--- src/rtl/uart_rx_byte.sv ---
// 8N1 UART receiver: 2-flop input synchronizer, mid-bit sampling, single-byte
// holding register with valid/ready handshake, framing-error and overrun pulses.
module uart_rx_byte #(
  parameter int   BAUD_DIV  = 417,
  parameter logic SYNC_INIT = 1'b1
) (
  input  logic       clk,
  input  logic       rst,
  input  logic       rxd,
  output logic [7:0] rx_data,
  output logic       rx_valid,
  input  logic       rx_ready,
  output logic       framing_err,
  output logic       overrun
);

  localparam int CW = $clog2(BAUD_DIV);
  localparam logic [CW-1:0] HALF = CW'(BAUD_DIV / 2 - 1);
  localparam logic [CW-1:0] FULL = CW'(BAUD_DIV - 1);

  typedef enum logic [2:0] {IDLE, START, DATA, STOP, BRK} state_t;

  logic          sync1, rxs;
  state_t        state, state_n;
  logic [CW-1:0] cnt, cnt_n;
  logic [2:0]    bitcnt, bitcnt_n;
  logic [7:0]    shreg, shreg_n;
  logic          deliver, ferr;
  logic          tick;

  assign tick = (cnt == '0);

  // Two-flop synchronizer; only rxs feeds any decision.
  always_ff @(posedge clk) begin
    if (rst) begin
      sync1 <= SYNC_INIT;
      rxs   <= SYNC_INIT;
    end else begin
      sync1 <= rxd;
      rxs   <= sync1;
    end
  end

  // Frame state, baud/bit counters and shift register.
  always_ff @(posedge clk) begin
    if (rst) begin
      state  <= IDLE;
      cnt    <= '0;
      bitcnt <= '0;
      shreg  <= '0;
    end else begin
      state  <= state_n;
      cnt    <= cnt_n;
      bitcnt <= bitcnt_n;
      shreg  <= shreg_n;
    end
  end

  // Next-state logic; sample points occur when the baud counter reaches zero.
  always_comb begin
    state_n  = state;
    cnt_n    = cnt;
    bitcnt_n = bitcnt;
    shreg_n  = shreg;
    deliver  = 1'b0;
    ferr     = 1'b0;
    case (state)
      IDLE: begin
        if (!rxs) begin
          cnt_n   = HALF;
          state_n = START;
        end
      end
      START: begin
        if (!tick) begin
          cnt_n = cnt - CW'(1);
        end else if (rxs) begin
          state_n = IDLE;             // false start, glitch shorter than half a bit
        end else begin
          cnt_n    = FULL;
          bitcnt_n = '0;
          state_n  = DATA;
        end
      end
      DATA: begin
        if (!tick) begin
          cnt_n = cnt - CW'(1);
        end else begin
          shreg_n  = {rxs, shreg[7:1]};
          cnt_n    = FULL;
          bitcnt_n = bitcnt + 3'd1;
          if (bitcnt == 3'd7) state_n = STOP;
        end
      end
      STOP: begin
        if (!tick) begin
          cnt_n = cnt - CW'(1);
        end else if (rxs) begin
          deliver = 1'b1;
          state_n = IDLE;             // back in IDLE right away so back-to-back frames work
        end else begin
          ferr    = 1'b1;
          state_n = BRK;
        end
      end
      BRK: begin
        if (rxs) state_n = IDLE;      // one framing error per held-low episode
      end
      default: state_n = IDLE;
    endcase
  end

  // Holding register, handshake and single-cycle status pulses.
  always_ff @(posedge clk) begin
    if (rst) begin
      rx_data     <= '0;
      rx_valid    <= 1'b0;
      framing_err <= 1'b0;
      overrun     <= 1'b0;
    end else begin
      framing_err <= ferr;
      overrun     <= 1'b0;
      if (deliver) begin
        if (!rx_valid || rx_ready) begin
          rx_data  <= shreg;
          rx_valid <= 1'b1;
        end else begin
          overrun  <= 1'b1;           // new byte dropped, held byte kept
        end
      end else if (rx_valid && rx_ready) begin
        rx_valid <= 1'b0;
      end
    end
  end

endmodule

--- config.mk ---
export PLATFORM = sky130hd
export DESIGN_NAME = uart_rx_byte
export DESIGN_NICKNAME = d
export VERILOG_FILES = /design/src/rtl/uart_rx_byte.sv
export SDC_FILE = /design/constraint.sdc
export NUM_CORES = 1
export LEC_CHECK = 0
export BUFFER_PORTS_ARGS = -buffer_cell sky130_fd_sc_hd__buf_2
export CAP_MARGIN = 40
export CORE_ASPECT_RATIO = 1.75
export CORE_MARGIN = 2
export CORE_UTILIZATION = 60
export DETAILED_ROUTE_END_ITERATION = 10
export PLACE_DENSITY = 0.8
export SLEW_MARGIN = 20
export SYNTH_ARGS = -nofsm -noshare
export SYNTH_HDL_FRONTEND = slang
export SYNTH_SLANG_ARGS = --single-unit
--- constraint.sdc ---
create_clock -name clk -period 4.85 [get_ports clk]
set_clock_uncertainty 0.15 [all_clocks]
set_input_delay 0.485 -clock clk [delete_from_list [all_inputs] [get_ports clk]]
set_output_delay 0.485 -clock clk [all_outputs]
set_load 0.01 [all_outputs]
Word level (Yosys, flattened, before mapping)

Cells that the tools add are included.

Reductions and logical operators: 16
$add $sub $neg: 2
Bitwise logic cells: 3
Multiplexer cells: 27
Equality and inequality tests: 15

Operator list:

| operator            | number |
|---|---|
| $mux 9              | 5 |
| $pmux 9 s4          | 1 |
| $mux 3              | 10 |
| $ne 2x2->1 const B  | 8 |
| $pmux 3 s5          | 1 |
| $logic_not 9->1     | 1 |
| $sub 9x1->9 const B | 1 |
| $mux 1              | 8 |
| $reduce_and 4->1    | 2 |
| $eq 3x2->1 const B  | 2 |
| $eq 3x3->1 const B  | 2 |
| $pmux 3 s2          | 1 |
| $reduce_and 2->1    | 3 |
| $reduce_and 6->1    | 1 |
| $reduce_bool 2->1   | 2 |
| $reduce_bool 4->1   | 1 |
| $add 3x1->3 const B | 1 |
| $eq 3x1->1 const B  | 1 |
| $logic_not 3->1     | 1 |
| $ne 3x3->1 const B  | 1 |
| $not 1->1           | 3 |
| $reduce_or 3->1     | 1 |
| $mux 2              | 1 |
| $ne 2x1->1 const B  | 1 |
| other kinds (4)     | 4 |

Word-level logic and storage cells: 73
Register bits: 36
Output and inout port bits: 11
Input bits: 4

Depth between registers and ports, before layout

Word-level depth: 5
Depth in mapped cells: 7

Least setup slack after synthesis

No wires, ideal clock.

Path type: register to register
From: register cnt[0]
To: register cnt[3]
Slack: 2761 ps
Stages on the path, launching flop included: 8
Arrival: 1827 ps
Data required time: 4588 ps
Cells stage by stage: dfxtp_1 > inv_1 > ha_1 > or4b_4 > o31ai_4 > buf_4 > a21oi_1 > a2111oi_1

Word-level cells in the longest chain between the ends: 3
Elaborated cells on any way between the ends: 9
Those cells by class: add/sub (1); eq/ne (2); mux (4); reduce/logical (2)

Ends and longest elaborated chain:

| what                                                  | RTL line | RTL |
|---|---|---|
| start: declaration                                    | 25       | `logic [CW-1:0] cnt, cnt_n;` |
| start signal: assignment                              | 53       | `cnt <= cnt_n;` |
| $sub 9x1->9 / $logic_not 9->1 (equally long branches) | n/a      |  |
| $mux 9, or another cell as far along                  | 96       | `if (!tick) begin` |
| $pmux 9 s4 / $reduce_and 4->1 (equally long branches) | n/a      |  |

Several ways; a longest one is shown, not always the timed one. The select of a mux whose other input is x is not followed.
A chain may end at the register's enable or synchronous reset.

Worst setup path in the final report

From: register cnt[0]
To: register shreg[2]

Word-level cells in the longest chain between the ends: 2

Ends and longest elaborated chain:

| what                       | RTL line | RTL |
|---|---|---|
| $logic_not 9->1            | 31       | `assign tick = (cnt == '0);` |
| $reduce_and 2->1 (no line) | n/a      |  |
| end signal: assignment     | 55       | `shreg <= shreg_n;` |
| end: declaration           | 27       | `logic [7:0] shreg, shreg_n;` |

No other way between the ends.

==> impl_results.md <==
- Die X: ~44 um
- Netlist Area Pre-Place: about 1700 um2
- Post-synthesis async set-or-reset flop share: 0%
- Post_cts resized: 0
- Final period util: 50.15%
- Global route overflow: 0
- Reg clk slew, reported paths: roughly 70 ps
- Initial Utilization: approximately 63%
- Global-route wire length before repair: 5.685 mm
- Routed length per instance: ~16 um
- Final antenna-violating net count: 0
- Cell row count: 25
- Core area: 2690 um2
- Total Wirelength: 3.405 mm
- Tmin final: 2432 ps
- Post-synth EDFFs: 0
- Hold Vio Cnt, Final: 0
- Clk_lat worst skew: 290 ps
- Antenna cells: 0
- Vias in the first global route: roughly 1400
- Hold_buf cts: 0
- Worst endpoint data arrival time: 2430 ps
- I/O pin cnt: 15
- DRC violation total after the first TritonRoute iteration: 30
- Total clock sinks: 36
- Total track usage: 23.60%
- Worst relative slew slack: 57.56%
- Seq pwr share: 48.6%
- Max rail drop VDD: 0.0002835 V
- Comb pwr share: 16.9%
- TritonCTS clock tree: yes
- Top FF cell, synth: dfxtp_1
- Net Sw Power: 180.4 uW
- Vias/cell: a little over 6
- H-tree lvl count: 2
- Mean Syn Cell Area: 9.543 um2
- Sw Share: between 20% and 30%
- Clock Power Share: 34.5%
- Clock buffer depth: 2
- Worst hold path class: in2reg
- Fillers: 220
- Placed standard-cell area: 1744 um2
- Max-cap violations: 0
- Setup TNS: 0 ps
- Register area share after synthesis: 42.67%
- Layout cells sized above 1: between 10% and 20%
- Number of port buffers: 14
- Measured slew at the worst slew-check pin: 635.0 ps
- CTS Buf Count: 5
- Final Max Slew Viols: 0
- Layout area overhead: 8.963%
- Worst Setup End Kind: flip-flop
- RSZ-0062 raised after global routing: no
- Post-CTS Setup Inserts: 0
- Critical Path Start Type: flip-flop
- Worst EP required: 4850 ps
- Post-layout util: about 68%
- Die area: 3273 um2
- R2r setup slk: 2420 ps
- Ys Warns: 0
- Total iterations of the first detailed-routing run: 4
- # setup viols final: 0
- DP Wirelength: 2.474 mm
- NumNets Final: 197
- Cell leakage power: 0.0007584 uW
- Worst Path Class, Setup: reg2reg
- Yosys reg bits: 36
- Die H: 74.19 um
- Yosys cell types: 49
- Routability cong.: 0.8880
- Fmax: 0.4112 GHz
- Dpl ws: 2381 ps
- Vias: 1346
- Cells after synthesis: 177
- P per Cell Area: 356.5 nW/um2
- Root Driver: clkbuf_8
- Final Cell Area: about 1800 um2
- DRC viols: 0
- Internal power: 475.7 uW
- Syn_nets: 185
- Largest net degree at the start of global routing: 38
- Initial antenna violation count: 0
- Outcome: completed
- Crit-path max FO: 11
- Final setup margin: 2418 ps
==> cell usage after synthesis (2+ instances only) <==
library cell   n  area share, %
dfxtp_1       36             43
nor2_1        25            5.6
mux2i_1       19             11
inv_1          8            1.8
nand2_1        7            1.6
a21oi_1        6            1.8
nor3_1         6            1.8
nand3_1        5            1.5
a211oi_1       4            1.8
buf_4          4            1.8
clkbuf_1       4           0.89
ha_1           4            3.0
o21ai_0        3           0.89
or4_1          3            1.3
a2111oi_2      2            1.8
a22oi_1        2           0.89
a31oi_1        2           0.74
nand3b_1       2           0.89
nor2b_1        2           0.74
nor3b_1        2           0.89
nor4_1         2           0.74
or2_2          2           0.74
==> worst max-delay path: stages (launching register included) <==
cell	delay, ps
dfxtp_1	320
inv_1	110
ha_1	200
nor4b_2	540
and4_1	660
mux2i_1	260
nor2_1	60
==> power groups by stage <==
stage               clock network [uW]  registers (uW)  logic (uW)
CTS                                235             319         111
global route                       246             320         121
global placement                     0             325         104
detailed placement                   0             325         110
floorplan                            0             317        94.9
finish                             226             319         111
==> sequential cells by signal (all words and copies together), names as in the netlist <==
name,cells
rxs,1
rx_valid,1
rx_data,8
state,3
sync1,1
bitcnt,3
overrun,1
framing_err,1
shreg,8
cnt,9
==> cell usage in the layout (no fill, tap or decap), drive strengths merged, types with 2 or more instances in the layout <==
master / instances
ha: 4
buf: 15
nand3: 5
or2: 2
clkbuf: 7
inv: 8
mux2i: 19
a22oi: 2
nor4: 2
nand2: 7
o21ai: 3
a2111oi: 4
nand3b: 2
or4: 4
dfxtp: 36
a211oi: 4
a21oi: 6
a31oi: 2
nand4: 2
nor3b: 2
nor3: 6
nor2: 25
nor2b: 2
==> metrics by stage <==
| stage | cells | total power [uW] | hold WS (ps) |
|---|---|---|---|
| after detailed placement | 209 | 435.6 | 254.6 |
| after global routing | 216 | 687.7 | 233.9 |
| final | 216 | 656.1 | 236.0 |
| after CTS | 216 | 664.4 | 220.4 |
| after floorplan | 177 | 412.2 | 239.5 |
| after global placement | 208 | 428.8 | 246.1 |
==> cell families after synthesis <==
kind of cell,share of synthesized area (%)
AND/OR/NAND/NOR,22.52
flip-flops,42.67
AO/OA/AOI/OAI,15.11
multiplexers,11.26
buffers and inverters,4.962
adder cells (fa/ha/maj),2.963
XOR/XNOR,0.5186
==> final cells by class <==
cell class | count | area (um2) | area share, %
Multi-Input combinational cell | 123 | 884.6 | 48.06
Sequential cell | 36 | 720.7 | 39.16
Clock buffer | 7 | 96.34 | 5.235
Inverter | 8 | 30.03 | 1.632
Timing Repair Buffer | 15 | 75.07 | 4.079
Tap cell | 27 | 33.78 | 1.835
==> worst paths after layout <==
path | end | start | cells after the start
setup / recovery | shreg[2] | cnt[0] | 6
hold / removal | sync1 | rxd | 2
setup reg to reg | shreg[2] | cnt[0] | 6
hold reg to reg | rxs | sync1 | 1
==> metal layers <==
layer	routed length (um)	part of all wire, %	track usage, %
met3	79	2.3	5.097
met1	1309	38	22.09
met4	103	3.0	17.17
met2	1913	56	43.14
met5	0	0	0
Power figures use the tool's default switching activity.
